$ cat src/rtl/serial_adder_4bit.sv
// Bit-serial adder: {co,s} = a + b + ci, one bit per clock, LSB first,
// through a single full-adder cell and a 1-bit carry register.
module serial_adder_4bit #(
    parameter int WIDTH = 4
) (
    input  logic             clk,
    input  logic             rst,
    input  logic             start,
    input  logic [WIDTH-1:0] a,
    input  logic [WIDTH-1:0] b,
    input  logic             ci,
    output logic             busy,
    output logic             done,
    output logic [WIDTH-1:0] s,
    output logic             co
);

    localparam int CW = $clog2(WIDTH) + 1;
    localparam logic [CW-1:0] LAST_BIT = CW'(WIDTH - 1);

    typedef enum logic [1:0] {
        IDLE = 2'd0,
        RUN  = 2'd1,
        DONE = 2'd2
    } state_t;

    state_t           state_q, state_d;
    logic [WIDTH-1:0] a_sr_q, a_sr_d;
    logic [WIDTH-1:0] b_sr_q, b_sr_d;
    logic [WIDTH-1:0] res_q, res_d;
    logic [WIDTH-1:0] s_q, s_d;
    logic [CW-1:0]    cnt_q, cnt_d;
    logic             carry_q, carry_d;
    logic             co_q, co_d;
    logic             busy_q, busy_d;
    logic             done_q, done_d;

    logic             fa_x, fa_y, fa_sum, fa_cout;

    // Full-adder cell on the current LSBs and the carry register
    always_comb begin
        fa_x    = a_sr_q[0];
        fa_y    = b_sr_q[0];
        fa_sum  = fa_x ^ fa_y ^ carry_q;
        fa_cout = ((fa_x ^ fa_y) & carry_q) | (fa_x & fa_y);
    end

    // Next-state logic: operand load, serial step, and final result capture
    always_comb begin
        state_d = state_q;
        a_sr_d  = a_sr_q;
        b_sr_d  = b_sr_q;
        res_d   = res_q;
        s_d     = s_q;
        cnt_d   = cnt_q;
        carry_d = carry_q;
        co_d    = co_q;
        busy_d  = 1'b0;
        done_d  = 1'b0;
        case (state_q)
            IDLE, DONE: begin
                // DONE behaves like IDLE for start so operations can run back-to-back
                if (start) begin
                    a_sr_d  = a;
                    b_sr_d  = b;
                    carry_d = ci;
                    res_d   = '0;
                    cnt_d   = '0;
                    state_d = RUN;
                    busy_d  = 1'b1;
                end else begin
                    state_d = IDLE;
                end
            end
            RUN: begin
                a_sr_d  = a_sr_q >> 1;
                b_sr_d  = b_sr_q >> 1;
                res_d   = {fa_sum, res_q[WIDTH-1:1]};
                carry_d = fa_cout;
                cnt_d   = cnt_q + CW'(1);
                if (cnt_q == LAST_BIT) begin
                    // s/co only ever change here, so partial sums stay hidden
                    s_d     = {fa_sum, res_q[WIDTH-1:1]};
                    co_d    = fa_cout;
                    state_d = DONE;
                    done_d  = 1'b1;
                end else begin
                    busy_d  = 1'b1;
                end
            end
            default: state_d = IDLE;
        endcase
    end

    // State and registered outputs; reset clears everything without a clock
    always_ff @(posedge clk or posedge rst) begin
        if (rst) begin
            state_q <= IDLE;
            a_sr_q  <= '0;
            b_sr_q  <= '0;
            res_q   <= '0;
            s_q     <= '0;
            cnt_q   <= '0;
            carry_q <= 1'b0;
            co_q    <= 1'b0;
            busy_q  <= 1'b0;
            done_q  <= 1'b0;
        end else begin
            state_q <= state_d;
            a_sr_q  <= a_sr_d;
            b_sr_q  <= b_sr_d;
            res_q   <= res_d;
            s_q     <= s_d;
            cnt_q   <= cnt_d;
            carry_q <= carry_d;
            co_q    <= co_d;
            busy_q  <= busy_d;
            done_q  <= done_d;
        end
    end

    assign busy = busy_q;
    assign done = done_q;
    assign s    = s_q;
    assign co   = co_q;

endmodule

$ cat config.mk
export PLATFORM = sky130hd
export DESIGN_NAME = serial_adder_4bit
export DESIGN_NICKNAME = d
export VERILOG_FILES = /design/src/rtl/serial_adder_4bit.sv
export SDC_FILE = /design/constraint.sdc
export NUM_CORES = 1
export LEC_CHECK = 0
export BUFFER_PORTS_ARGS = -buffer_cell sky130_fd_sc_hd__buf_2
export CORE_UTILIZATION = 48
export DETAILED_ROUTE_END_ITERATION = 8
export PLACE_DENSITY = 0.72
export RECOVER_POWER = 25
export SLEW_MARGIN = 15
export SYNTH_ARGS = -nofsm -noshare
export SYNTH_HDL_FRONTEND = slang
export SYNTH_SLANG_ARGS = --single-unit
$ cat constraint.sdc
create_clock -name clk -period 1.4 [get_ports clk]
set_input_delay 0.14 -clock clk [delete_from_list [all_inputs] [get_ports clk]]
set_output_delay 0.14 -clock clk [all_outputs]
set_load 0.02 [all_outputs]
* Yosys cells after proc, flatten, opt, wreduce, memory -nomap -nowiden
Cells that the tools add are included.
Cells by class: reductions and logical operators 5, $add $sub $neg 1, muxes and demuxes 18, eq/ne operators 5, bitwise gates (word level) 5
Operators with widths (count):
- $pmux 4 s2 | 3
- $mux 4 | 3
- $mux 1 | 6
- $pmux 3 s2 | 1
- $ne 2x2->1 const B | 2
- $pmux 1 s2 | 2
- $pmux 2 s2 | 1
- $reduce_and 2->1 | 2
- $add 3x1->3 const B | 1
- $eq 3x2->1 const B | 1
- $mux 3 | 1
- $and 1x1->1 | 2
- $eq 2x1->1 const B | 1
- $eq 2x2->1 const B | 1
- $logic_not 2->1 | 1
- $mux 2 | 1
- $reduce_bool 2->1 | 1
- $reduce_or 2->1 | 1
- $xor 1x1->1 | 2
- $or 1x1->1 | 1
Storage, ports and cells: output and inout bits 7, register bits 25, input port bits 12, word-level logic and storage cells 44

* Longest topological paths before layout
Gate-level depths: netlist of run 1.
depth in word-level cells 4, depth in mapped cells 5, gate-level depth less buffers 4

* Worst setup path before layout of run 1
No wires, ideal clock.
path type flip-flop to flip-flop, from reg a_sr_q[0], to reg res_q[3], required time 1.279 ns, buffers on the path 0, period minus slack after synthesis 1.401 ns, setup time 0.121 ns, stages on the path, launching flop included 4, setup slack -0.001 ns, arrival time 1.280 ns, cells stage by stage dfrtp_1 > fa_1 > mux2_2 > a22o_1
Between the ends: longest elaborated chain between the ends 3
Ends and longest elaborated chain:
- start: declaration | line 28 | logic [WIDTH-1:0] a_sr_q, a_sr_d;
- start signal: assignment | line 110 | a_sr_q <= a_sr_d;
- $xor 1x1->1 (2 in a row) | line 44 | fa_sum = fa_x ^ fa_y ^ carry_q;
- named net fa_sum | line 38 | logic fa_x, fa_y, fa_sum, fa_cout;
- $pmux 4 s2 | line 60 | case (state_q)
- end signal: assignment | line 112 | res_q <= res_d;
- end: declaration | line 30 | logic [WIDTH-1:0] res_q, res_d;
The timed path passes the listed nets, and every way through them passes these cells. A chain may end at the register's enable or synchronous reset.

* Final worst setup path of run 1
Same ends and word-level chain as after synthesis.

==> impl_metrics.json, run 1 <==
{
  "finalCritPeriodShare_pct": 104,
  "fin_util_pct": 65.4,
  "layout-drive-gt1-share_pct": 40.7,
  "cts.sinks": 24,
  "grtUsageTotal_pct": 18.1,
  "muxShareOfSynthArea_pct": 10.2,
  "clkTransAtPathRegs_ps": 130,
  "place_area_sq_um": 1200,
  "p_int_w": 0.00198,
  "cts_tree": "built",
  "cts_inserted_buffers": 3,
  "drtIter0Drc": 13,
  "insertedDiodeCount": 0,
  "power_leakage_nw": 0.663,
  "synthCells": 86,
  "worstSetupPathType": "flop to flop",
  "std_cell_rows": 16,
  "cp-startpoint": "a_sr_q[0]",
  "cp.arrival_ps": 1660,
  "startpoint_type": "flop",
  "drtPass1Iterations": 4,
  "ys_warn_count": 0,
  "drtAntennaViolNets": 0,
  "top_layer_used": "met4",
  "syn_nets": 101,
  "syn_area_sq_um": 1050,
  "yosys.area.top_type": "dfrtp_1",
  "synth.ff_latch_count": 24,
  "drt_wl_total_um": 1880,
  "cts_buffer_depth": 2,
  "worstMarginPinSlew_ps": 592,
  "place_congestion": 0.710,
  "swShare_pct": 36.1,
  "die_h_um": 48.8,
  "drv_slew": 0,
  "violations": "setup timing",
  "setup_viol_count_final": 2,
  "met3WireLength_um": 52,
  "hold_violations": 0,
  "grt_max_degree": 25,
  "routedWlPerCell_um": 13.0,
  "maxSlewHeadroom_pct": 60.5,
  "die_w_um": 48.8,
  "synth_compound_area_share_pct": 14.2,
  "grt_pass1_wl_um": 3300,
  "synth_xor_area_share_pct": 0,
  "r2r_end": "res_q[3]",
  "power_frac_seq_pct": 38.7,
  "vias": 746,
  "route.met2.wl_um": 959,
  "yosys-top-cells-area": "dfrtp_1 (57%), mux2_2 (6.4%), a22o_1 (4.2%)",
  "route.detailed.drc": 0,
  "reg2reg_depth": 3,
  "fin_worst_skew_ps": 7.99,
  "ff2ff_setup_slack_ps": -50,
  "fmax_mhz": 687,
  "wl_met1_um": 857,
  "finalSetupTns_ps": -71.0,
  "io_buffers": 18,
  "vdd_ir_drop_max_mv": 1.27,
  "ys_seq_area_share_pct": 57.1,
  "dpl.hpwl_um": 1330,
  "critical_path.endpoint_type": "flop",
  "synth_area_per_cell_sq_um": 12.2,
  "dieArea_sq_um": 2380,
  "antenna_found_initial": 0,
  "rsz0062_at_grt": "true",
  "postLayoutCellArea_sq_um": 1310,
  "timing.rr.start": "a_sr_q[0]",
  "p_per_area_nw_per_um2": 2370,
  "crit_fanout": 2,
  "core_region_area_sq_um": 2000,
  "min_path_type": "input pin to flop",
  "cp.required_ps": 1610,
  "grt_pass1_vias": 753,
  "overflow": 0,
  "synth-simple-area-share_pct": 6.79,
  "pwr-share-clk_pct": 11.3,
  "syn_to_final_growth_pct": 24.5,
  "fin_crit_ps": 1450,
  "finalNetCount": 134,
  "ys_types": 21,
  "cp-endpoint": "res_q[3]",
  "cap_viol_max_count": 0,
  "synth_top_family_by_area": "compound AO/OA/AOI/OAI gates",
  "p_switching_w": 0.00112,
  "setup_slack_ps": -54.8,
  "synthAdderAreaFrac_pct": 4.29,
  "status": "complete, but fails checks",
  "via_per_inst": 5.14,
  "start_util_pct": 52.5,
  "htree_num_levels": 1,
  "comb_power_share_pct": 50.0,
  "clk_latency_ps": 300,
  "cts_root_buffer": "clkbuf_4",
  "pin_count": 19,
  "synth_top_area_share_pct": 57.1
}
[Yosys cell counts, drive strengths merged]
master  instances
mux2            6
mux2i           4
and2            1
buf             5
a211oi          1
nand3           3
dfrtp          24
inv            10
ha              2
and2b           2
fa              1
o21ai           5
a21oi           7
nor2            1
nand2b          2
a22o            5
nand2           1
o22ai           6
[registers in the layout, indices dropped and copies added, names as in the netlist]
signal   cells
b_sr_q       4
co           1
a_sr_q       4
busy         1
state_q      2
done         1
res_q        3
carry_q      1
s            4
cnt_q        3
[cell type report]
cell class	count	area [sq um]
Inverter	10	37.5
Multi-Input combinational cell	47	398
Sequential cell	24	601
Tap cell	27	33.8
Fill cell	162	693
Timing Repair Buffer	33	203
Clock buffer	4	36.3
[metrics by stage]
stage          total power (W)  std cells  setup WS [ps]  hold slack (ps)
5_1_grt                0.00334        145          -67.2              111
2_1_floorplan          0.00219         86         -0.978              155
3_5_place_dp           0.00255        135          -54.5              194
4_1_cts                0.00298        143          -49.5              105
6_report               0.00310        145          -54.8              110
3_3_place_gp           0.00248        135          -14.1              192
[worst max-delay path: stages (launching register included)]
cell,delay (ps)
dfrtp_1,420
fa_1,500
mux2_2,270
a22o_1,180
[routing by layer]
layer	vias up	global-route usage, %
met4	0	7.35
met5	-	0
met3	2	1.87
met1	363	22.4
li1	364	-
met2	17	32.2
[cells in the final DEF, fill, tap and decap left out, drive strengths merged, types with 2 or more instances in the layout]
cell	instances
inv	10
o22ai	6
buf	31
and2b	2
mux2i	4
a22o	5
o21ai	5
ha	2
dfrtp	24
a21oi	7
nand2b	2
mux2	6
nand3	3
clkbuf	5
[repair_timing]
action                                  CTS  global route
cloned                                    0             0
hold buffers                              1             0
gates resized for setup                   1             3
buffers inserted                          3             2
endpoints found under the hold margin    24             0
pin swaps                                 2             2
endpoints found under the setup margin    4             6
[power by group through the flow]
stage / Combinational [W] / Clock (W) / Sequential [W]
after floorplan: 0.000911 / 0 / 0.00128
after CTS: 0.00141 / 0.000364 / 0.00120
after detailed placement: 0.00134 / 0 / 0.00122
after global routing: 0.00170 / 0.000392 / 0.00125
after global placement: 0.00128 / 0 / 0.00120
final: 0.00155 / 0.000352 / 0.00120
[logic make-up after synthesis]
logic type	count (synthesis)
DFF	24
muxes	10
AOI/OAI and AO/OA	24
and+or+nand+nor	10
adders and majority gates	3
buffers and inverters	15
[worst min path at each step]
| stage | cells after the start | to | slack [ps] | from |
|---|---|---|---|---|
| after floorplan | 1 | a_sr_q[0] | 150 | rst |
| after global placement | 3 | s[3] | 190 | rst |
| after detailed placement | 3 | s[2] | 190 | rst |
| after CTS | 3 | b_sr_q[2] | 100 | b[2] |
| after global routing | 3 | a_sr_q[0] | 110 | a[0] |
| final | 3 | b_sr_q[2] | 110 | b[2] |
(Power assumes the default switching activity.)
==> inputs of run 2 (changes only) <==
CORE_UTILIZATION = 50   (was 48)
clock period = 1.7 ns   (was 1.4 ns; I/O delays follow)
==> impl_metrics.json, run 2 (same netlist as run 1, synthesis figures left out) <==
{
  "routedWlPerCell_um": 12.8,
  "critical_path.endpoint_type": "flop",
  "cts-hold-fix-buffers": 1,
  "hold_violations": 0,
  "setup_slack_ps": 265,
  "cts_resized": 0,
  "fin_worst_skew_ps": 8.24,
  "cts_root_buffer": "clkbuf_4",
  "cts_setup_buffers": 0,
  "rsz0062_at_grt": "false",
  "finalSetupTns_ps": 0,
  "drv_slew": 0,
  "antenna_found_initial": 0,
  "cts_buffer_depth": 2,
  "via_per_inst": 5.14,
  "die_w_um": 47.8,
  "cap_viol_max_count": 0,
  "syn_to_final_growth_pct": 12.9,
  "clkTransAtPathRegs_ps": 130,
  "p_per_area_nw_per_um2": 1900,
  "vias": 679,
  "layout-drive-gt1-share_pct": 32.4,
  "grt_max_degree": 25,
  "drtPass1Iterations": 3,
  "core_region_area_sq_um": 1960,
  "drt_wl_total_um": 1680,
  "fin_crit_ps": 1440,
  "cts.sinks": 24,
  "layout_commonest_cell": "dfrtp_1",
  "min_path_type": "input pin to flop",
  "dp.cells": 127,
  "grtUsageTotal_pct": 18.8,
  "drtIter0Drc": 5,
  "vdd_ir_drop_max_mv": 0.998,
  "startpoint_type": "flop",
  "finalNetCount": 121,
  "fmax_mhz": 697,
  "route.detailed.drc": 0,
  "clk_latency_ps": 320,
  "dieArea_sq_um": 2290,
  "cp.arrival_ps": 1660,
  "grt_pass1_wl_um": 2880,
  "drtAntennaViolNets": 0,
  "dpl_worst_slack_ps": 264,
  "htree_num_levels": 1,
  "die_h_um": 47.8,
  "fillers": 184,
  "crit_fanout": 2,
  "io_buffers": 18,
  "pin_count": 19,
  "setup_viol_count_final": 0,
  "finalCritPeriodShare_pct": 84.4,
  "cp.required_ps": 1930,
  "grt_pass1_vias": 648,
  "dpl.hpwl_um": 1220,
  "power_leakage_nw": 0.601,
  "place_congestion": 0.720,
  "cts_tree": "built",
  "status": "complete, no violations",
  "insertedDiodeCount": 0,
  "maxSlewHeadroom_pct": 61.3,
  "std_cell_rows": 16,
  "overflow": 0,
  "final_cells": 132,
  "start_util_pct": 53.6,
  "worstMarginPinSlew_ps": 581,
  "cts_inserted_buffers": 3,
  "worstSetupPathType": "flop to flop",
  "mostFrequentLayoutCells": "dfrtp_1 (24), buf_2 (18), inv_1 (10)"
}
==> run 2: cell count changes in the layout (fill, tap and decap cells not counted), sizes merged <==
cell  previous run  this run
buf             31        18
==> run 2: worst paths after layout <==
kind / to / slack (ps) / cells after the start / from
worst min-delay path: a_sr_q[1] / 120 / 3 / a[1]
worst max-delay path: res_q[3] / 260 / 3 / a_sr_q[0]
min in group asynchronous: res_q[3] / 510 / 4 / rst
max in group asynchronous: cnt_q[1] / 800 / 4 / rst
worst max register to register: res_q[3] / 260 / 3 / a_sr_q[0]
worst min register to register: cnt_q[0] / 510 / 1 / cnt_q[0]
==> run 2: through the flow <==
step / instance area (sq um) / utilization [%] / total power, W / hold slack [ps]
2_1_floorplan: 1050 / - / 0.00181 / 185
3_3_place_gp: 1140 / 58.2 / 0.00194 / 225
3_5_place_dp: 1140 / 58.2 / 0.00199 / 230
4_1_cts: 1190 / 60.6 / 0.00228 / 116
5_1_grt: 1190 / 60.5 / 0.00246 / 123
6_report: 1190 / 60.5 / 0.00225 / 123
==> run 2: routing by layer <==
layer  share of wire (%)  vias to the layer above  track usage (%)  routed length [um]
met1                  47                      325             23.4                 787
met5                   0                        -                0                   0
met3                 4.0                        5             6.79                  68
met4                 1.7                        0             6.67                  29
li1                    -                      333                -                   -
met2                  47                       16             30.3                 798
==> run 2: report_power, final <==
part | switching, W | internal (W)
logic | 0.000486 | 0.000452
registers | 0.000182 | 0.000830
clock network | 0.000168 | 0.000131
total | 0.000837 | 0.00141
==> run 2: cell type report <==
| cell class | instances | area, sq um | share of cell area (%) |
|---|---|---|---|
| tap | 27 | 33.8 | 2.85 |
| timing repair buffer | 20 | 105 | 8.86 |
| multi-input combinational | 47 | 373 | 31.4 |
| sequential | 24 | 601 | 50.6 |
| clock buffer | 4 | 36.3 | 3.06 |
| inverter | 10 | 37.5 | 3.16 |
==> run 2: worst max-delay path: stages (launching register included) <==
cell and delay, ps:
dfrtp_1 420, fa_1 490, mux2_2 270, a22o_1 170
